==> config.mk <==
export PLATFORM = sky130hd
export DESIGN_NAME = hazard_fwd_unit
export DESIGN_NICKNAME = d
export VERILOG_FILES = /design/src/rtl/hazard_fwd_unit.sv
export SDC_FILE = /design/constraint.sdc
export NUM_CORES = 1
export LEC_CHECK = 0
export BUFFER_PORTS_ARGS = -buffer_cell sky130_fd_sc_hd__buf_2
export CAP_MARGIN = 20
export CORE_MARGIN = 2
export CORE_UTILIZATION = 62
export DETAILED_ROUTE_END_ITERATION = 10
export GPL_TIMING_DRIVEN = 0
export PLACE_DENSITY = 0.91
export SLEW_MARGIN = 20
export SYNTH_ARGS = -nofsm -noshare
export SYNTH_HDL_FRONTEND = slang
export SYNTH_SLANG_ARGS = --single-unit
==> constraint.sdc <==
create_clock -name clk -period 4.7 [get_ports clk]
set_input_delay 0.47 -clock clk [delete_from_list [all_inputs] [get_ports clk]]
set_output_delay 0.47 -clock clk [all_outputs]
set_load 0.03 [all_outputs]
==> src/rtl/hazard_fwd_unit.sv <==
// Operand bypass select and pipeline hazard detection at the ID/EX boundary,
// with a register scoreboard tracking outstanding long-latency writes.
module hazard_fwd_unit #(
    parameter int unsigned  NSRC     = 2,
    parameter int unsigned  NFWD     = 2,
    parameter int unsigned  AW       = 5,
    parameter int unsigned  MAX_PEND = 4,
    parameter int unsigned  SCW      = 32,
    localparam int unsigned SW       = $clog2(NFWD + 2),
    localparam int unsigned PCW      = $clog2(MAX_PEND + 1)
) (
    input  logic               clk,
    input  logic               rst_n,
    input  logic               id_valid,
    input  logic [NSRC*AW-1:0] src_addr,
    input  logic [NSRC-1:0]    src_used,
    input  logic [AW-1:0]      dst_addr,
    input  logic               dst_we,
    input  logic               id_is_lat,
    input  logic [NFWD-1:0]    fwd_we,
    input  logic [NFWD*AW-1:0] fwd_rd,
    input  logic               ld_s1,
    input  logic               lat_issue,
    input  logic [AW-1:0]      lat_issue_rd,
    input  logic               lat_done,
    input  logic [AW-1:0]      lat_done_rd,
    output logic [NSRC*SW-1:0] fwd_sel,
    output logic               stall,
    output logic [PCW-1:0]     pend_cnt,
    output logic               pend_full,
    output logic [SCW-1:0]     stall_cnt,
    output logic               sb_err
);
    localparam int unsigned NREG = 2 ** AW;

    // Bit 0 exists only to keep indexing uniform; x0 is never set.
    logic [NREG-1:0] sb;
    logic [NREG-1:0] sb_nx;
    logic [AW-1:0]   src;
    logic            load_use;
    logic            raw_hit;
    logic            waw_hit;
    logic            struct_hit;
    logic            issue_v;
    logic            done_v;
    logic            done_ok;
    logic            done_same;
    logic            issue_ok;
    logic            inc;
    logic            err_nx;
    logic [PCW-1:0]  pend_cnt_nx;

    // Per-operand bypass select and stall detection.
    always_comb begin
        fwd_sel    = '0;
        load_use   = 1'b0;
        raw_hit    = 1'b0;
        waw_hit    = 1'b0;
        struct_hit = 1'b0;
        src        = '0;
        for (int i = 0; i < NSRC; i++) begin
            src = src_addr[i*AW +: AW];
            if (id_valid && src_used[i] && src != '0) begin
                if (lat_done && lat_done_rd == src) begin
                    fwd_sel[i*SW +: SW] = SW'(NFWD + 1);
                end else begin
                    // Walk oldest to youngest so the youngest match is kept.
                    for (int k = NFWD - 1; k >= 0; k--) begin
                        if (fwd_we[k] && fwd_rd[k*AW +: AW] == src)
                            fwd_sel[i*SW +: SW] = SW'(k + 1);
                    end
                end
                if (ld_s1 && fwd_we[0] && fwd_rd[AW-1:0] == src)
                    load_use = 1'b1;
                if (sb[src] && !(lat_done && lat_done_rd == src))
                    raw_hit = 1'b1;
            end
        end
        waw_hit    = dst_we && dst_addr != '0 && sb[dst_addr]
                     && !(lat_done && lat_done_rd == dst_addr);
        struct_hit = id_is_lat && pend_full && !lat_done;
        stall      = id_valid && (load_use || raw_hit || waw_hit || struct_hit);
    end

    // Scoreboard, occupancy and error next-state.
    always_comb begin
        issue_v     = lat_issue && lat_issue_rd != '0;
        done_v      = lat_done && lat_done_rd != '0;
        done_ok     = done_v && sb[lat_done_rd];
        done_same   = done_ok && lat_done_rd == lat_issue_rd;
        // A slot frees only on a genuine completion, so the count never overruns.
        issue_ok    = issue_v && (!pend_full || done_ok);
        inc         = issue_ok && (!sb[lat_issue_rd] || done_same);
        err_nx      = sb_err
                      || (issue_v && sb[lat_issue_rd] && !done_same)
                      || (done_v && !sb[lat_done_rd])
                      || (issue_v && pend_full && !lat_done);
        sb_nx       = sb;
        if (done_ok)
            sb_nx[lat_done_rd] = 1'b0;
        if (issue_ok)
            sb_nx[lat_issue_rd] = 1'b1;
        pend_cnt_nx = pend_cnt;
        if (inc && !done_ok)
            pend_cnt_nx = pend_cnt + PCW'(1);
        else if (!inc && done_ok)
            pend_cnt_nx = pend_cnt - PCW'(1);
    end

    always_ff @(posedge clk or negedge rst_n) begin
        if (!rst_n) begin
            sb        <= '0;
            pend_cnt  <= '0;
            pend_full <= 1'b0;
            stall_cnt <= '0;
            sb_err    <= 1'b0;
        end else begin
            sb        <= sb_nx;
            pend_cnt  <= pend_cnt_nx;
            pend_full <= (pend_cnt_nx == PCW'(MAX_PEND));
            sb_err    <= err_nx;
            if (stall && stall_cnt != '1)
                stall_cnt <= stall_cnt + SCW'(1);
        end
    end
endmodule
==> flow_summary.ini, run 1 <==
[power_and_ir_drop]
p_leak_nw = 2.52
peakVddDrop_v = 0.000243
p_per_area_nw_per_um2 = 380

[setup_path]
endpoint_kind = output port
rr_startpoint = sb[9]
crit_slowest_cell = mux4_1
path_class = flip-flop to output port
arrival_ns = 2.88
cp_max_fo = 6
critPathRequiredTime_ns = 4.23
r2r_cells = 10
cp-start-kind = flip-flop
max_stage_delay_ns = 0.58
worstReg2RegEnd = stall_cnt[24]
r2r_slack_ns = 1.73
path_cells = mux4_1 -> mux4_2 -> o2111a_1 -> a2111oi_2 -> nand4_1 -> and2_2 -> buf_2

[sta]
finalCriticalPeriod_ns = 3.35
fin_crit_sh_pct = 71.3
setup_tns_ns = 0
timing.fmax_ghz = 0.298
tightest_slew_ns = 0.665
rsz0062_at_grt = no
setup_viol = 0
finalHoldViolCount = 0
slew_violations = 0
finalClockSkew_ns = 0.0195
relSlewSlack_pct = 55.2

[die]
rows = 33
io_pins = 89
die_y_um = 96.5
coreArea_um2 = 8260
dieArea_um2 = 9310
start_util_pct = 64.2
dieWidth_um = 96.5

[synthesis]
synth_ff_type = dfrtp_1
avgSynthCellArea_um2 = 10.4
synthArstFlopShare_pct = 100
synth-edff-count = 0
ys_seq_elements = 69
yosys_warnings = 0
postSynthCellCount = 509
syn-num-nets = 559
netlist_area_um2 = 5300
yosysUniqueCellTypes = 62
yosysSeqAreaShare_pct = 32.6

[finish]
stdcell_count = 705
nets = 645
area.growth.synth_to_final_pct = 13.9
fillerInstances = 557
drive_above_1_share_pct = 26.2
n_antenna_cell = 0
fin_area_um2 = 6040
fin_util_pct = 73.1

[min_path]
min_from = sb_err
hold_path.class = flip-flop to flip-flop
min_path_cells = 2
hold_end = sb_err

[job]
cap_violations = 0

[clocking]
cts_sinks = 69
clk_latency_ns = 0.37
clock-root-buffer = clkbuf_8
max-clock-path-buffers = 2
tritoncts = yes
numCtsBuffers = 9
clk_pin_slew_ns = 0.08
htree_levels = 3

[routing]
viasPerCell = 6.95
firstDrtPassIters = 5
route.detailed.drc = 0
wl_per_cell_um = 22.0
route.vias.total = 4898
drtIter0Drc = 598
ant_nets = 0
totalWireLength_um = 15500

[placement]
dp_hpwl_um = 11000
io_buffers = 73
place.gp.congestion = 1.01
dp.cells = 688
dpl-instance-area_um2 = 5830

[global_routing]
grt.overflow.total = 0
antenna_found_initial = 0
grt_max_degree = 55
grt_pass1_vias = 4795
grt_pass1_wl_um = 24100
grt.total_usage_pct = 34.3

[outcome]
status = finished, final reports clean
## kinds of logic (layout without fill, tap and decap cells)
logic type      Yosys count  count (layout)  synth area share [%]
fa+ha+maj                 3               3                 0.708
xor+xnor                 73              73                  12.1
buf+inv                  48             139                  4.56
flops                    69              69                  32.6
mux                      59              59                  19.5
compound gates           89              89                  11.8
simple gates            168             168                  18.8
## critical path: cells and delay by family (launching register included)
kind / cells / cell delay (ns)
buffers and inverters: 1 / 0.17
multiplexers: 2 / 1.06
flip-flops: 1 / 0.48
AND/OR/NAND/NOR: 2 / 0.45
AO/OA/AOI/OAI: 2 / 0.37
## routing by layer
| metal | vias up | part of all wire (%) | global-route usage, % |
|---|---|---|---|
| li1 | 2112 | - | - |
| met1 | 2359 | 40 | 45.8 |
| met2 | 365 | 46 | 54.1 |
| met3 | 62 | 10 | 7.14 |
| met4 | 0 | 3.5 | 15.6 |
| met5 | - | 0 | 0 |
## cells in the final DEF (no fill, tap or decap), drive strengths merged, types with 18 or more instances in the layout
master / instances
buf: 100
o21ai: 32
mux2i: 24
xor2: 21
nand3: 18
clkbuf: 20
nand4: 22
xnor2: 52
mux4: 33
nand2: 34
dfrtp: 69
## how the worst max path moves through the flow
stage,startpoint,to,slack [ns],depth (start not counted)
finish,sb[9],stall,1.35,7
CTS,sb[9],stall,1.39,7
floorplan,dst_addr[0],stall_cnt[19],1.88,10
global route,sb[9],stall,1.27,7
detailed placement,src_addr[0],stall,1.45,8
global placement,lat_done_rd[3],sb[31],1.50,9
## layout make-up
type | instances | area, um2 | area share [%]
Multi-Input combinational cell | 392 | 3330 | 55.2
Sequential cell | 69 | 1730 | 28.6
Timing Repair Buffer | 75 | 405 | 6.72
Buffer | 37 | 200 | 3.32
Tap cell | 105 | 131 | 2.18
Clock buffer | 9 | 124 | 2.05
Clock inverter | 7 | 75.1 | 1.24
Inverter | 11 | 41.3 | 0.684
## Yosys cell counts, types with 11 or more instances
| cell | count | area [um2] |
|---|---|---|
| mux4_2 | 26 | 586 |
| dfrtp_1 | 69 | 1730 |
| nor3_1 | 15 | 75.1 |
| nand2_1 | 34 | 128 |
| mux2i_1 | 24 | 240 |
| and3_1 | 12 | 75.1 |
| nand3_1 | 13 | 65.1 |
| nand4_1 | 22 | 138 |
| clkbuf_1 | 11 | 41.3 |
| o21ai_0 | 27 | 135 |
| o2bb2ai_1 | 16 | 140 |
| xnor2_1 | 52 | 455 |
| buf_2 | 13 | 65.1 |
| inv_1 | 11 | 41.3 |
| xor2_1 | 21 | 184 |
## flip-flops by register name, summed over array words and instances, names as in the netlist
signal and flops:
stall_cnt 32, pend_full 1, sb_err 1, sb 32, pend_cnt 3
## power breakdown
group | leakage [nW] | total [mW] | switching, mW | internal (mW)
Combinational | 1.54 | 0.843 | 0.428 | 0.416
Sequential | 0.883 | 0.953 | 0.236 | 0.717
Clock | 0.0990 | 0.497 | 0.286 | 0.211
Total | 2.52 | 2.29 | 0.950 | 1.34
## per-stage QoR
| stage | worst slack [ns] | power (mW) | hold WS [ns] |
|---|---|---|---|
| after detailed placement | 1.45 | 1.77 | 0.363 |
| after CTS | 1.39 | 2.27 | 0.485 |
| final | 1.35 | 2.29 | 0.484 |
| after global routing | 1.27 | 2.38 | 0.518 |
| after global placement | 1.50 | 1.72 | 0.461 |
| after floorplan | 1.88 | 1.49 | 0.174 |
## timing repair
action / in CTS / in global routing
setup buffers: 0 / 0
endpoints found under the setup margin: 0 / 0
gates resized for setup: 0 / 0
hold endpoints to repair: 15 / 0
hold buffers: 1 / 0
Power figures use the tool's default switching activity.
==> run 2, diff against run 1 <==
--- a/config.mk
+++ b/config.mk
@@ -8,10 +8,10 @@
 export BUFFER_PORTS_ARGS = -buffer_cell sky130_fd_sc_hd__buf_2
 export CAP_MARGIN = 20
 export CORE_MARGIN = 2
-export CORE_UTILIZATION = 62
+export CORE_UTILIZATION = 52
 export DETAILED_ROUTE_END_ITERATION = 10
 export GPL_TIMING_DRIVEN = 0
-export PLACE_DENSITY = 0.91
+export PLACE_DENSITY = 0.82
 export SLEW_MARGIN = 20
 export SYNTH_ARGS = -nofsm -noshare
 export SYNTH_HDL_FRONTEND = slang
==> constraint.sdc (replaced) <==
create_clock -name clk -period 2.9 [get_ports clk]
set_input_delay 0.29 -clock clk [delete_from_list [all_inputs] [get_ports clk]]
set_output_delay 0.29 -clock clk [all_outputs]
set_load 0.03 [all_outputs]
==> flow_summary.ini, run 2 (synthesized netlist as in run 1, its figures left out) <==
[outcome]
status = finished, final reports clean

[global_routing]
grt.overflow.total = 0
grt.total_usage_pct = 29.6
grt_pass1_vias = 4892
antenna_found_initial = 0
grt_max_degree = 44
grt_pass1_wl_um = 25400

[setup_path]
path_cells = mux4_2 -> mux4_2 -> o2111a_1 -> a2111oi_2 -> nand4_1 -> and2_4 -> buf_6
r2r_slack_ns = 0.08
cp_max_fo = 4
arrival_ns = 2.61
path_buf_inv = 1
max_stage_delay_ns = 0.48
r2r_cells = 9
critPathRequiredTime_ns = 2.61
cp-start-kind = flip-flop
worstReg2RegEnd = sb[31]
crit_slowest_cell = mux4_2
rr_startpoint = sb[12]
endpoint_kind = output port
path_common_cell = mux4_2
path_class = flip-flop to output port
crit_family = multiplexers

[power_and_ir_drop]
internal_power_mw = 2.29
clockPowerShare_pct = 20.6
pwr-share-seq_pct = 37.8
p_per_area_nw_per_um2 = 626
p_sw_mw = 1.60
p_total_mw = 3.90
peakVddDrop_v = 0.000369
switching_share_pct = 41.2
p_leak_nw = 2.60
share_comb_of_total_power_pct = 41.6

[die]
die_y_um = 105
rows = 36
io_pins = 89
dieArea_um2 = 11000
start_util_pct = 54.0
coreArea_um2 = 9820
dieWidth_um = 105

[routing]
wl_per_cell_um = 21.5
totalWireLength_um = 16200
firstDrtPassIters = 8
viasPerCell = 6.64
route.vias.total = 4993
drtIter0Drc = 632
ant_nets = 0
route.detailed.drc = 0

[finish]
reg_top3 = sb (32), stall_cnt (32), pend_cnt (3)
fillerInstances = 824
area.growth.synth_to_final_pct = 17.6
layout_common_cells = buf_2, dfrtp_1, xnor2_1
fin_area_um2 = 6230
stdcell_count = 752
nets = 664
drive_above_1_share_pct = 30.7
final_common_cell = buf_2
fin_util_pct = 63.5
n_antenna_cell = 0

[min_path]
min_path_cells = 3
hold_path.class = primary input to flip-flop
hold_end = sb_err
min_from = lat_issue

[placement]
dp.cells = 716
place.gp.congestion = 0.950
dp_hpwl_um = 11000
dpl-instance-area_um2 = 5860
place_ws_ns = -0.150
io_buffers = 73

[sta]
finalCriticalPeriod_ns = 2.90
setup_ws_ns = 0.00345
slew_violations = 0
relSlewSlack_pct = 49.5
fin_crit_sh_pct = 99.9
setup_viol = 0
timing.fmax_ghz = 0.345
finalClockSkew_ns = 0.0180
finalHoldViolCount = 0
holdWs_ns = 0.325
rsz0062_at_grt = yes
tightest_slew_ns = 0.753
setup_tns_ns = 0

[clocking]
clock-root-buffer = clkbuf_8
htree_levels = 3
max-clock-path-buffers = 2
cts_sinks = 69
clk_pin_slew_ns = 0.10
tritoncts = yes
numCtsBuffers = 9
clk_latency_ns = 0.37

[job]
cap_violations = 0
[run 2: worst max path at each step]
stage	endpoint	slack, ns	start	cells past startpoint
4_1_cts	stall	0.01	sb[13]	7
3_5_place_dp	sb[31]	-0.15	lat_done_rd[3]	9
5_1_grt	stall	-0.07	sb[10]	7
6_report	stall	0.003	sb[13]	7
2_1_floorplan	stall_cnt[19]	0.26	dst_addr[0]	10
3_3_place_gp	sb[9]	-0.19	lat_done_rd[2]	10
[run 2: final cells by class]
class,count,area (um2),area share (%)
inverters,11,41.3,0.662
clock buffers,9,124,1.99
clock inverters,7,73.8,1.18
repair buffers,94,547,8.77
multi-input cells,392,3340,53.6
plain buffers,37,201,3.23
well taps,133,166,2.67
flip-flops and latches,69,1740,27.9
[run 2: metal layers]
layer,wire length [um],up-vias,global-route usage (%)
met5,0,-,0
met4,576,0,11.6
met3,1960,63,9.36
met2,7470,369,45.9
met1,6190,2399,38.6
li1,-,2162,-
[run 2: power groups by stage]
stage          sequential (mW)  combinational [mW]  clock (mW)
2_1_floorplan             1.50               0.926           0
3_3_place_gp              1.48                1.30           0
3_5_place_dp              1.51                1.35           0
4_1_cts                   1.45                1.54       0.808
5_1_grt                   1.49                1.71       0.850
6_report                  1.47                1.62       0.803
[run 2: worst min-delay path: stages]
cell and delay (ns):
buf_2 0.10, nand2_1 0.14, o21ai_0 0.12
[run 2: repair_timing]
action,in CTS,in global routing
hold buffers,1,0
setup endpoints to repair,1,28
endpoints found under the hold margin,26,0
resized for setup,14,4
setup buffers,14,5
cloned,0,0
pin swaps,3,3
==> run 3, diff against run 2 <==
--- a/config.mk
+++ b/config.mk
@@ -10,7 +10,6 @@
 export CORE_MARGIN = 2
 export CORE_UTILIZATION = 52
 export DETAILED_ROUTE_END_ITERATION = 10
-export GPL_TIMING_DRIVEN = 0
 export PLACE_DENSITY = 0.82
 export SLEW_MARGIN = 20
 export SYNTH_ARGS = -nofsm -noshare
==> flow_summary.ini, run 3 (synthesized netlist as in run 1, its figures left out) <==
[setup_path]
cp_max_fo = 2
path_common_cell = mux4_2
cp.depth = 7
endpoint_kind = output port
max_stage_delay_ns = 0.48
arrival_ns = 2.59
path_class = flip-flop to output port
crit_family = multiplexers
critPathRequiredTime_ns = 2.61
crit_slowest_cell = mux4_2
r2r_cells = 9
path_buf_inv = 1
cp-start-kind = flip-flop
path_cells = mux4_2 -> mux4_2 -> o2111a_1 -> a2111oi_4 -> nand4_1 -> and2_4 -> buf_6

[global_routing]
grt_pass1_vias = 5050
antenna_found_initial = 0
grt.total_usage_pct = 29.5
grt_max_degree = 49
grt.overflow.total = 0
grt_pass1_wl_um = 25500

[placement]
place.gp.congestion = 0.988
dpl-instance-area_um2 = 6030
dp_hpwl_um = 11500
io_buffers = 88

[finish]
fillerInstances = 784
area.growth.synth_to_final_pct = 19.3
nets = 673
final_common_cell = buf_2
reg_top3 = sb (32), stall_cnt (32), pend_cnt (3)
layout_common_cells = buf_2, dfrtp_1, xnor2_1
fin_area_um2 = 6320
fin_util_pct = 64.4
drive_above_1_share_pct = 34.1
n_antenna_cell = 0

[routing]
wl_per_cell_um = 21.4
met3WireLength_um = 1730
dr_wl_met2_um = 7730
route.detailed.drc = 0
totalWireLength_um = 16300
top_layer = met4
route.vias.total = 5004
viasPerCell = 6.58
wl_met1_um = 6120
drtIter0Drc = 708
firstDrtPassIters = 6
ant_nets = 0

[clocking]
clk_pin_slew_ns = 0.08
max-clock-path-buffers = 2
htree_levels = 3
tritoncts = yes
numCtsBuffers = 9
clk_latency_ns = 0.37
clock-root-buffer = clkbuf_8
cts_sinks = 69

[job]
cap_violations = 0

[min_path]
min_path_cells = 3
hold_path.class = primary input to flip-flop

[sta]
relSlewSlack_pct = 55.6
tightest_slew_ns = 0.660
timing.fmax_ghz = 0.347
finalHoldViolCount = 0
finalCriticalPeriod_ns = 2.88
slew_violations = 0
setup_viol = 0
rsz0062_at_grt = yes
finalClockSkew_ns = 0.0161
fin_crit_sh_pct = 99.2

[power_and_ir_drop]
peakVddDrop_v = 0.000343
p_total_mw = 3.82
p_per_area_nw_per_um2 = 604
p_leak_nw = 2.68

[die]
start_util_pct = 54.0
dieArea_um2 = 11000
rows = 36
die_y_um = 105
io_pins = 89
coreArea_um2 = 9820
dieWidth_um = 105

[outcome]
status = finished, final reports clean
-- run 3: cell count changes in the layout (fill, tap and decap cells not counted), sizes merged --
cell / change
buf: +21
clkbuf: -12
clkinv: -1
clkinvlp: +2
inv: -1
-- run 3: layout make-up --
class	count	area [um2]	area share, %
clock inverter	7	61.3	0.970
multi-input combinational	392	3340	52.8
tap	133	166	2.63
sequential	69	1740	27.5
clock buffer	9	124	1.96
inverter	11	41.3	0.653
timing repair buffer	140	852	13.5
-- run 3: metrics by stage --
stage	std cells	setup WS [ns]	setup TNS (ns)	hold WS [ns]
final	761	0.0219	0	0.335
after floorplan	509	0.264	0	-0.00559
after global placement	734	0.104	0	0.292
after CTS	761	0.00659	0	0.284
after detailed placement	734	0.0492	0	0.301
after global routing	761	-0.0694	-0.0694	0.339
-- run 3: report_power, final --
group / total, mW / switching, mW / internal [mW]
Sequential: 1.45 / 0.280 / 1.17
Combinational: 1.61 / 0.829 / 0.784
Clock: 0.755 / 0.427 / 0.328
Total: 3.82 / 1.54 / 2.28
-- run 3: path summary, 6_finish.rpt --
check,start,to,slack (ns)
max,sb[12],stall,0.02
min,lat_issue,sb_err,0.33
max reg2reg,sb[12],stall_cnt[25],0.16
min reg2reg,stall_cnt[18],stall_cnt[18],0.49
max in group asynchronous,rst_n,sb[12],1.42
min in group asynchronous,rst_n,pend_cnt[2],0.43
-- run 3: routing by layer --
metal / GRT usage, % / vias up
li1: - / 2174
met1: 37.3 / 2384
met2: 48.2 / 363
met3: 5.30 / 83
met4: 15.7 / 0
met5: 0 / -
-- run 3: timing repair --
item                                    CTS  global route
endpoints found under the hold margin    21             0
resized for setup                        12             3
pin swaps                                 2             4
endpoints found under the setup margin    1             2
setup buffers                            10             0
hold buffers                              1             0
-- run 3: worst register-to-register path: stages (launching register included) --
cell       delay, ns
dfrtp_2         0.43
mux4_2          0.46
mux4_2          0.48
o2111a_1        0.16
a2111oi_4       0.27
nand4_1         0.15
and3_1          0.25
buf_4           0.21
nand4b_1        0.13
xnor2_1         0.14
